[src/rtl/dlfloat_dot_engine_if.sv]
// Operand / result stream bundle for dlfloat_dot_engine.
//   op_data   16-bit DLFloat16 operand from the source
//   op_valid  operand present
//   op_ready  engine accepts the operand when op_valid is also high
//   res_byte  serialised result byte (high byte first, then low byte)
//   res_valid res_byte is valid
//   res_ready sink takes the byte
// The master modport is the operand source / result sink side;
// the slave modport is the engine side.
interface dlfloat_dot_engine_if;
  logic [15:0] op_data;
  logic        op_valid;
  logic        op_ready;
  logic [7:0]  res_byte;
  logic        res_valid;
  logic        res_ready;

  modport master (
    output op_data, op_valid, res_ready,
    input  op_ready, res_byte, res_valid
  );

  modport slave (
    input  op_data, op_valid, res_ready,
    output op_ready, res_byte, res_valid
  );
endinterface

[src/rtl/dlfloat_dot_engine.sv]
// DLFloat16 dot-product engine. Consumes VEC_LEN (a,b) operand pairs,
// multiplies each pair and accumulates the products, then sends the
// 16-bit accumulator as two bytes, high byte first.
//   clk, rst   clock and asynchronous active-high reset
//   start      begin one vector (sampled in IDLE only)
//   acc_clear  zero the accumulator (sampled in IDLE only)
//   bus        operand / result streams (slave side)
//   busy       engine is not in IDLE
//   nan_flag   accumulator holds the NaN pattern 0xFFFF
// DLFloat16: sign [15], exponent [14:9] bias 31, mantissa [8:0] with a
// hidden 1; 0x0000 is zero and 0xFFFF is NaN.
module dlfloat_dot_engine #(
  parameter int VEC_LEN  = 4,
  parameter int ACC_MODE = 0
) (
  input  logic                        clk,
  input  logic                        rst,
  input  logic                        start,
  input  logic                        acc_clear,
  dlfloat_dot_engine_if.slave         bus,
  output logic                        busy,
  output logic                        nan_flag
);

  localparam int CW = $clog2(VEC_LEN + 1);
  localparam logic [CW-1:0] LAST = CW'(VEC_LEN);

  typedef enum logic [2:0] {IDLE, GET_A, GET_B, MUL, ACC, SEND_HI, SEND_LO} state_t;

  state_t        state;
  logic [15:0]   a, b, p, acc;
  logic [CW-1:0] cnt;

  logic [15:0] prod;
  logic [19:0] mp;
  logic [5:0]  pe;

  logic [15:0] sum;
  logic        x_big, s_big, s_sm;
  logic [5:0]  e_big, e_sm, e_res;
  logic [9:0]  m_big, m_sm, m_shift, diff, norm;
  logic [10:0] raw;
  logic [8:0]  m_res;
  logic [3:0]  lz;

  logic unused_bits;
  assign unused_bits = ^{mp[8:0], norm[9]};

  // Product of the latched operands; the 10x10 mantissa product is
  // truncated, and a product >= 2.0 bumps the exponent by one.
  always_comb begin
    mp   = 20'({1'b1, a[8:0]}) * 20'({1'b1, b[8:0]});
    pe   = a[14:9] + b[14:9] - 6'd31;
    prod = 16'h0000;
    if (a == 16'hFFFF || b == 16'hFFFF)
      prod = 16'hFFFF;
    else if (a == 16'h0000 || b == 16'h0000)
      prod = 16'h0000;
    else if (mp[19])
      prod = {a[15] ^ b[15], pe + 6'd1, mp[18:10]};
    else
      prod = {a[15] ^ b[15], pe, mp[17:9]};
  end

  // Accumulator plus product. An exponent of 0 marks a zero operand that
  // contributes nothing. The smaller operand is aligned by a truncating
  // right shift; a full cancellation, or a left shift that would drive
  // the exponent to 0 or below, yields 0x0000.
  always_comb begin
    x_big   = 1'b0;
    s_big   = 1'b0;
    s_sm    = 1'b0;
    e_big   = '0;
    e_sm    = '0;
    e_res   = '0;
    m_big   = '0;
    m_sm    = '0;
    m_shift = '0;
    diff    = '0;
    norm    = '0;
    raw     = '0;
    m_res   = '0;
    lz      = '0;
    sum     = 16'h0000;
    if (acc == 16'hFFFF || p == 16'hFFFF) begin
      sum = 16'hFFFF;
    end else if (acc[14:9] == 6'd0 && p[14:9] == 6'd0) begin
      sum = 16'h0000;
    end else if (acc[14:9] == 6'd0) begin
      sum = p;
    end else if (p[14:9] == 6'd0) begin
      sum = acc;
    end else begin
      x_big = (acc[14:9] > p[14:9]) || (acc[14:9] == p[14:9] && acc[8:0] >= p[8:0]);
      if (x_big) begin
        e_big = acc[14:9]; m_big = {1'b1, acc[8:0]}; s_big = acc[15];
        e_sm  = p[14:9];   m_sm  = {1'b1, p[8:0]};   s_sm  = p[15];
      end else begin
        e_big = p[14:9];   m_big = {1'b1, p[8:0]};   s_big = p[15];
        e_sm  = acc[14:9]; m_sm  = {1'b1, acc[8:0]}; s_sm  = acc[15];
      end
      m_shift = m_sm >> (e_big - e_sm);
      if (s_big == s_sm) begin
        raw = {1'b0, m_big} + {1'b0, m_shift};
        if (raw[10]) begin
          m_res = raw[9:1];
          e_res = e_big + 6'd1;
        end else begin
          m_res = raw[8:0];
          e_res = e_big;
        end
        sum = {s_big, e_res, m_res};
      end else begin
        diff = m_big - m_shift;
        for (int i = 0; i < 10; i++)
          if (diff[i]) lz = 4'(9 - i);
        if (diff == 10'd0 || {2'b00, lz} >= e_big) begin
          sum = 16'h0000;
        end else begin
          norm = diff << lz;
          sum  = {s_big, e_big - {2'b00, lz}, norm[8:0]};
        end
      end
    end
  end

  // Control FSM with registered handshake and status outputs.
  // In ACC the result byte is loaded from the fresh sum so that it is
  // valid in the same cycle the FSM enters SEND_HI.
  always_ff @(posedge clk or posedge rst) begin
    if (rst) begin
      state         <= IDLE;
      a             <= '0;
      b             <= '0;
      p             <= '0;
      acc           <= '0;
      cnt           <= '0;
      bus.op_ready  <= 1'b0;
      bus.res_valid <= 1'b0;
      bus.res_byte  <= 8'h00;
      busy          <= 1'b0;
      nan_flag      <= 1'b0;
    end else begin
      case (state)
        IDLE: begin
          if (acc_clear || (start && ACC_MODE == 0)) begin
            acc      <= 16'h0000;
            nan_flag <= 1'b0;
          end
          if (start) begin
            state        <= GET_A;
            cnt          <= '0;
            bus.op_ready <= 1'b1;
            busy         <= 1'b1;
          end
        end
        GET_A: begin
          if (bus.op_valid) begin
            a     <= bus.op_data;
            state <= GET_B;
          end
        end
        GET_B: begin
          if (bus.op_valid) begin
            b            <= bus.op_data;
            state        <= MUL;
            bus.op_ready <= 1'b0;
          end
        end
        MUL: begin
          p     <= prod;
          state <= ACC;
        end
        ACC: begin
          acc      <= sum;
          nan_flag <= (sum == 16'hFFFF);
          cnt      <= cnt + CW'(1);
          if (cnt + CW'(1) == LAST) begin
            state         <= SEND_HI;
            bus.res_valid <= 1'b1;
            bus.res_byte  <= sum[15:8];
          end else begin
            state        <= GET_A;
            bus.op_ready <= 1'b1;
          end
        end
        SEND_HI: begin
          if (bus.res_ready) begin
            state        <= SEND_LO;
            bus.res_byte <= acc[7:0];
          end
        end
        SEND_LO: begin
          if (bus.res_ready) begin
            state         <= IDLE;
            bus.res_valid <= 1'b0;
            bus.res_byte  <= 8'h00;
            busy          <= 1'b0;
          end
        end
        default: state <= IDLE;
      endcase
    end
  end

endmodule

[src/flat_wrapper.sv]
// flat-port wrapper written by rule: the top's interface ports become plain ports
module dlfloat_dot_engine_flat 
#(
  parameter int VEC_LEN  = 4,
  parameter int ACC_MODE = 0
)
  (clk, rst, start, acc_clear, busy, nan_flag, bus_op_data, bus_op_valid, bus_res_ready, bus_op_ready, bus_res_byte, bus_res_valid);
  dlfloat_dot_engine_if bus_i ();
  input  logic clk;
  input  logic rst;
  input  logic start;
  input  logic acc_clear;
  output logic busy;
  output logic nan_flag;
  input wire logic [$bits(bus_i.op_data)-1:0] bus_op_data;
  input wire logic [$bits(bus_i.op_valid)-1:0] bus_op_valid;
  input wire logic [$bits(bus_i.res_ready)-1:0] bus_res_ready;
  output wire logic [$bits(bus_i.op_ready)-1:0] bus_op_ready;
  output wire logic [$bits(bus_i.res_byte)-1:0] bus_res_byte;
  output wire logic [$bits(bus_i.res_valid)-1:0] bus_res_valid;
  assign bus_i.op_data = bus_op_data;
  assign bus_i.op_valid = bus_op_valid;
  assign bus_i.res_ready = bus_res_ready;
  assign bus_op_ready = bus_i.op_ready;
  assign bus_res_byte = bus_i.res_byte;
  assign bus_res_valid = bus_i.res_valid;
  dlfloat_dot_engine #(.VEC_LEN(VEC_LEN), .ACC_MODE(ACC_MODE)) u_core (.clk(clk), .rst(rst), .start(start), .acc_clear(acc_clear), .bus(bus_i), .busy(busy), .nan_flag(nan_flag));
endmodule
[config.mk]
export PLATFORM = sky130hd
export DESIGN_NAME = dlfloat_dot_engine_flat
export DESIGN_NICKNAME = d
export VERILOG_FILES = /design/src/rtl/dlfloat_dot_engine_if.sv /design/src/rtl/dlfloat_dot_engine.sv /design/src/flat_wrapper.sv
export SDC_FILE = /design/constraint.sdc
export NUM_CORES = 1
export LEC_CHECK = 0
export CAP_MARGIN = 0
export CORE_MARGIN = 4
export CORE_UTILIZATION = 55
export CTS_BUF_LIST = sky130_fd_sc_hd__clkbuf_4
export CTS_CLUSTER_SIZE = 8
export DETAILED_ROUTE_END_ITERATION = 6
export MAX_ROUTING_LAYER = met4
export PLACE_DENSITY = 0.75
export SYNTH_ARGS = -nofsm -noshare
export SYNTH_HDL_FRONTEND = slang
export SYNTH_SLANG_ARGS = --single-unit
[constraint.sdc]
create_clock -name clk -period 16.6 [get_ports clk]
set_input_delay 2.49 -clock clk [delete_from_list [all_inputs] [get_ports clk]]
set_output_delay 2.49 -clock clk [all_outputs]
set_load 0.05 [all_outputs]
==> results of run 1 <==
logic make-up (layout without fill, tap and decap cells):
logic type,after synthesis,count (layout)
XOR/XNOR,38,38
other,0,1
multiplexers,65,65
adder cells (fa/ha/maj),168,168
flip-flops,82,82
AND/OR/NAND/NOR,425,425
buffers and inverters,180,169
AO/OA/AOI/OAI,328,328
cell type report:
class / instances / area, um^2
multi-input combinational: 1024 / 8020
fill: 1750 / 7560
sequential: 82 / 2050
inverter: 115 / 433
timing repair buffer: 38 / 368
tap: 260 / 325
clock inverter: 7 / 124
clock buffer: 9 / 67.6
antenna: 1 / 2.50
worst min-delay path, cell delays in order (launching register included):
cell and delay (ns):
dfrtp_1 0.37, nand2_1 0.05, nand2_1 0.05
sequential cells by signal, indices dropped and copies added, names as in the netlist:
| name | count |
|---|---|
| u_core.b | 16 |
| u_core.acc | 16 |
| u_core.bus.res_valid | 1 |
| u_core.cnt | 3 |
| u_core.state | 3 |
| u_core.bus.op_ready | 1 |
| u_core.a | 16 |
| u_core.p | 16 |
| u_core.bus.res_byte | 8 |
| u_core.nan_flag | 1 |
| u_core.busy | 1 |
worst min path at each step:
stage,to,depth (start not counted),slack (ns)
floorplan,u_core.cnt[2],2,0.45
global placement,u_core.nan_flag,2,0.46
detailed placement,u_core.nan_flag,2,0.46
CTS,u_core.nan_flag,2,0.49
global route,u_core.nan_flag,2,0.54
finish,u_core.nan_flag,2,0.49
metal layers:
layer  GRT usage [%]  up-vias
met4            11.2        0
met1            35.3     4670
met3            2.54       76
met5               -        -
met2            47.0      351
li1                -     4536
through the flow:
step,instance area (um^2),setup slack (ns)
3_3_place_gp,11200,7.21
4_1_cts,11400,6.86
3_5_place_dp,11200,6.95
5_1_grt,11400,6.00
6_report,11400,6.74
2_1_floorplan,10700,8.30
synth_stat cells, drive strengths merged, types with 4 or more instances:
cell     number
mux2         42
a221oi        8
o22ai         4
a21o         15
or2           6
o31a          4
nor2b        14
xor2          8
nand2b       18
mux2i        21
o21a          7
a211oi       23
a22oi         9
a221o         7
o21ai        71
o2111ai       4
nor3         22
fa           65
o21bai        7
or3          11
dfrtp        82
inv         114
nand3        25
o221ai        7
and3         10
nor2         80
nand2       128
o31ai         7
a31oi         9
o211ai       11
buf          11
clkbuf       54
a22o         11
ha          103
xnor2        30
a21oi        95
nor4         16
nand4        21
and2         59
==> results.cfg, run 1 <==
[timing]
hold_viol = 0
drv_slew = 0
rsz0062_at_grt = no
post-route-period-util_pct = 59.4
relSlewSlack_pct = 31.9
setup-tns-final_ns = 0
timing.final.crit_period_ns = 9.86
max_freq_mhz = 101
hold_ws_ns = 0.491
finalSetupViolations = 0
skew_ns = 0.0203
worst_pin_slew_ns = 1.02

[global_route]
antenna_found_initial = 1
grt_pass1_vias = 9424
grt_overflow = 0
grt_util_all_layers_pct = 28.1
grt_max_degree = 83
grt_pass1_wl_um = 48500

[finish]
finalNonFillerCells = 1536
final_common_cell = nand2_1
num-nets-final = 1460
final_util_pct = 60.1
drive_gt1_share_pct = 7.06
syn2layout_area_growth_pct = 6.03
final_cell_mix = nand2_1, inv_1, ha_1

[setup_path]
crit_path_top_delay_cell = o21ai_1
r2r_end = u_core.nan_flag
critPathTopFamily = compound AO/OA/AOI/OAI gates
path_depth = 34
critPathRequiredTime_ns = 17.01
crit_top_cell = ha_1
arrival_ns = 10.28
critPathKind = reg2reg
worst_path_largest_cell_delay_ns = 0.62
critPathCaptureType = flip-flop
crit_fanout = 39
cp_num_buf_inv = 4
r2r_slack_ns = 6.74
reg2reg_from = u_core.acc[9]
start_kind = flip-flop
worstSetupStartpoint = u_core.acc[9]
worst_r2r_path_depth = 34
worstSetupEndpoint = u_core.nan_flag

[clock_network]
htree_levels = 3
clock_sinks = 82
cts_hold_buf = 0
clock_latency_ns = 0.47
cts_tree = built
path_clk_slew_ns = 0.14
numCtsBuffers = 9
post-cts-setup-buffers = 0
cts_resized = 0
cts-root-buf = clkbuf_4
cts.path.max_buffers = 2

[synth]
synth_compound_area_share_pct = 20.7
synth_area_leaders = dfrtp_1, fa_1, ha_1, nand2_1, mux2_2
yosysUniqueCellTypes = 81
yosysSeqAreaShare_pct = 19.1
syn-cell-area_um2 = 10700
synthFlopType = dfrtp_1
yosysTopAreaCellShare_pct = 19.1
synth_top_area_cell = dfrtp_1
syn-num-nets = 1476
synth_top_family_by_area = adder cells
synth_adder_area_share_pct = 24.1
syn_area_per_cell_um2 = 8.36
postSynth.asyncResetShare_pct = 100
synthXorXnorAreaFrac_pct = 3.17
synth_edf_count = 0
synth_mux_area_share_pct = 6.78
ys_ff_latch = 82
ys_warn_count = 0
synthSimpleGateAreaFrac_pct = 19.8
synth_cells = 1286

[route]
ant_nets = 0
wl_met2_um = 14200
drtPass1Iterations = 6
wl_met1_um = 12300
vias_per_cell = 6.27
topRoutingLayerUsed = met4
vias = 9633
first_iter_violations = 876
routed_wl_um = 29300
drc = 0
wl_met3_um = 1580
avgRoutedWirePerCell_um = 19.1

[floorplan]
fp.dieArea_um2 = 21800
fp-row-count = 50
die_h_um = 148
core_area_um2 = 19000
start_util_pct = 56.7
die_w_um = 148
ios = 34

[place]
place_hpwl_um = 23200
portBuffers = 33
place_inst = 1519
gp_congestion = 1.01

[min_path]
min_from = u_core.nan_flag
hp-class = reg2reg

[status]
status = completed

[job]
maxCapViolCount = 0
Power of run 1 is not shown: default switching activity piles up to over one toggle a cycle in this logic, so the estimate is an artifact.
==> run 2: changes to the inputs <==
Settings changed: PLACE_DENSITY 0.75 to 0.77.
Clock period 16.6 ns to 8.7 ns, I/O delays scaled along.
==> results.cfg, run 2 (synthesized netlist as in run 1, its figures left out) <==
[route]
drc = 0
ant_nets = 0
vias_per_cell = 6.19
routed_wl_um = 30400
avgRoutedWirePerCell_um = 19.3
drtPass1Iterations = 7
first_iter_violations = 821
vias = 9743

[place]
gp_congestion = 1.06
dpl_cell_area_um2 = 11500
place_hpwl_um = 24500
portBuffers = 33

[global_route]
grt_overflow = 0
grt_util_all_layers_pct = 28.7
grt_pass1_vias = 9539
grt_max_degree = 83
antenna_found_initial = 1
grt_pass1_wl_um = 49400

[setup_path]
worst_path_largest_cell_delay_ns = 0.45
arrival_ns = 8.76
start_kind = flip-flop
critPathKind = reg2reg
critPathRequiredTime_ns = 9.15
critPathCaptureType = flip-flop
crit_fanout = 29
crit_path_top_delay_cell = fa_1

[floorplan]
core_area_um2 = 19000
fp.dieArea_um2 = 21800
fp-row-count = 50
ios = 34
die_h_um = 148
start_util_pct = 56.7
die_w_um = 148

[finish]
num-nets-final = 1498
final_util_pct = 61.6
final_common_cell = nand2_1
drive_gt1_share_pct = 10.9
final_area_um2 = 11700
final_cell_mix = nand2_1, inv_1, ha_1
syn2layout_area_growth_pct = 8.68

[timing]
relSlewSlack_pct = 31.8
hold_ws_ns = 0.496
max_freq_mhz = 120
timing.final.crit_period_ns = 8.32
drv_slew = 0
finalSetupViolations = 0
worst_pin_slew_ns = 1.02
post-route-period-util_pct = 95.6
skew_ns = 0.0342
hold_viol = 0

[clock_network]
cts_tree = built
numCtsBuffers = 9
cts-root-buf = clkbuf_4
cts.path.max_buffers = 2
cts_hold_buf = 0
clock_sinks = 82
path_clk_slew_ns = 0.16
htree_levels = 3
clock_latency_ns = 0.49

[status]
status = completed

[job]
maxCapViolCount = 0

[min_path]
hp-class = reg2reg
[run 2: cell count changes in the layout (fill, tap and decap cells not counted), moves of 2 or more]
cell / previous run / this run
a21oi_2: 0 / 3
a211oi_2: 0 / 2
a21oi_1: 93 / 90
a211oi_1: 22 / 20
buf_4: 5 / 43
bufinv_16: 3 / 0
[run 2: cell type report]
| class | count | area, um^2 |
|---|---|---|
| clock inverter | 6 | 50.0 |
| tap | 260 | 325 |
| antenna | 1 | 2.50 |
| multi-input combinational | 1024 | 8090 |
| inverter | 115 | 433 |
| timing repair buffer | 76 | 653 |
| sequential | 82 | 2050 |
| fill | 1690 | 7270 |
| clock buffer | 10 | 75.1 |
[run 2: worst paths after layout]
kind	start	endpoint	slack (ns)	cells past startpoint
hold reg to reg	u_core.bus.res_byte[4]	u_core.bus.res_byte[4]	0.50	2
max in group asynchronous	rst	u_core.p[11]	6.51	3
hold / removal	u_core.bus.res_byte[4]	u_core.bus.res_byte[4]	0.50	2
setup / recovery	u_core.p[6]	u_core.nan_flag	0.38	38
setup reg to reg	u_core.p[6]	u_core.nan_flag	0.38	38
min in group asynchronous	rst	u_core.b[12]	1.44	3
[run 2: critical path, delay by kind of cell (launching register included)]
family / cells / cell delay, ns
buffers and inverters: 4 / 0.80
AOI/OAI and AO/OA: 16 / 3.61
DFF: 1 / 0.43
xor gates and xnor gates: 1 / 0.13
and+or+nand+nor: 14 / 2.20
adders and majority gates: 3 / 1.11
[run 2: repair_timing]
item,4_1_cts,5_1_grt
buffers inserted,0,4
gates resized for setup,0,18
setup endpoints to repair,0,21
[run 2: metrics by stage]
| stage | setup slack, ns | setup TNS (ns) | cells |
|---|---|---|---|
| after floorplan | 0.403 | 0 | 1286 |
| after global placement | 0.293 | 0 | 1553 |
| after detailed placement | 0.175 | 0 | 1553 |
| after CTS | 0.142 | 0 | 1569 |
| after global routing | -0.0538 | -0.0538 | 1574 |
| final | 0.383 | 0 | 1574 |
[run 2: layer usage]
layer / vias up / global-route usage [%] / wire, um
met5: - / - / 0
met4: 0 / 14.6 / 1820
met3: 111 / 3.56 / 1780
met2: 395 / 46.5 / 14200
met1: 4644 / 35.6 / 12600
li1: 4593 / - / -
Power of run 2 is left out for the same reason.
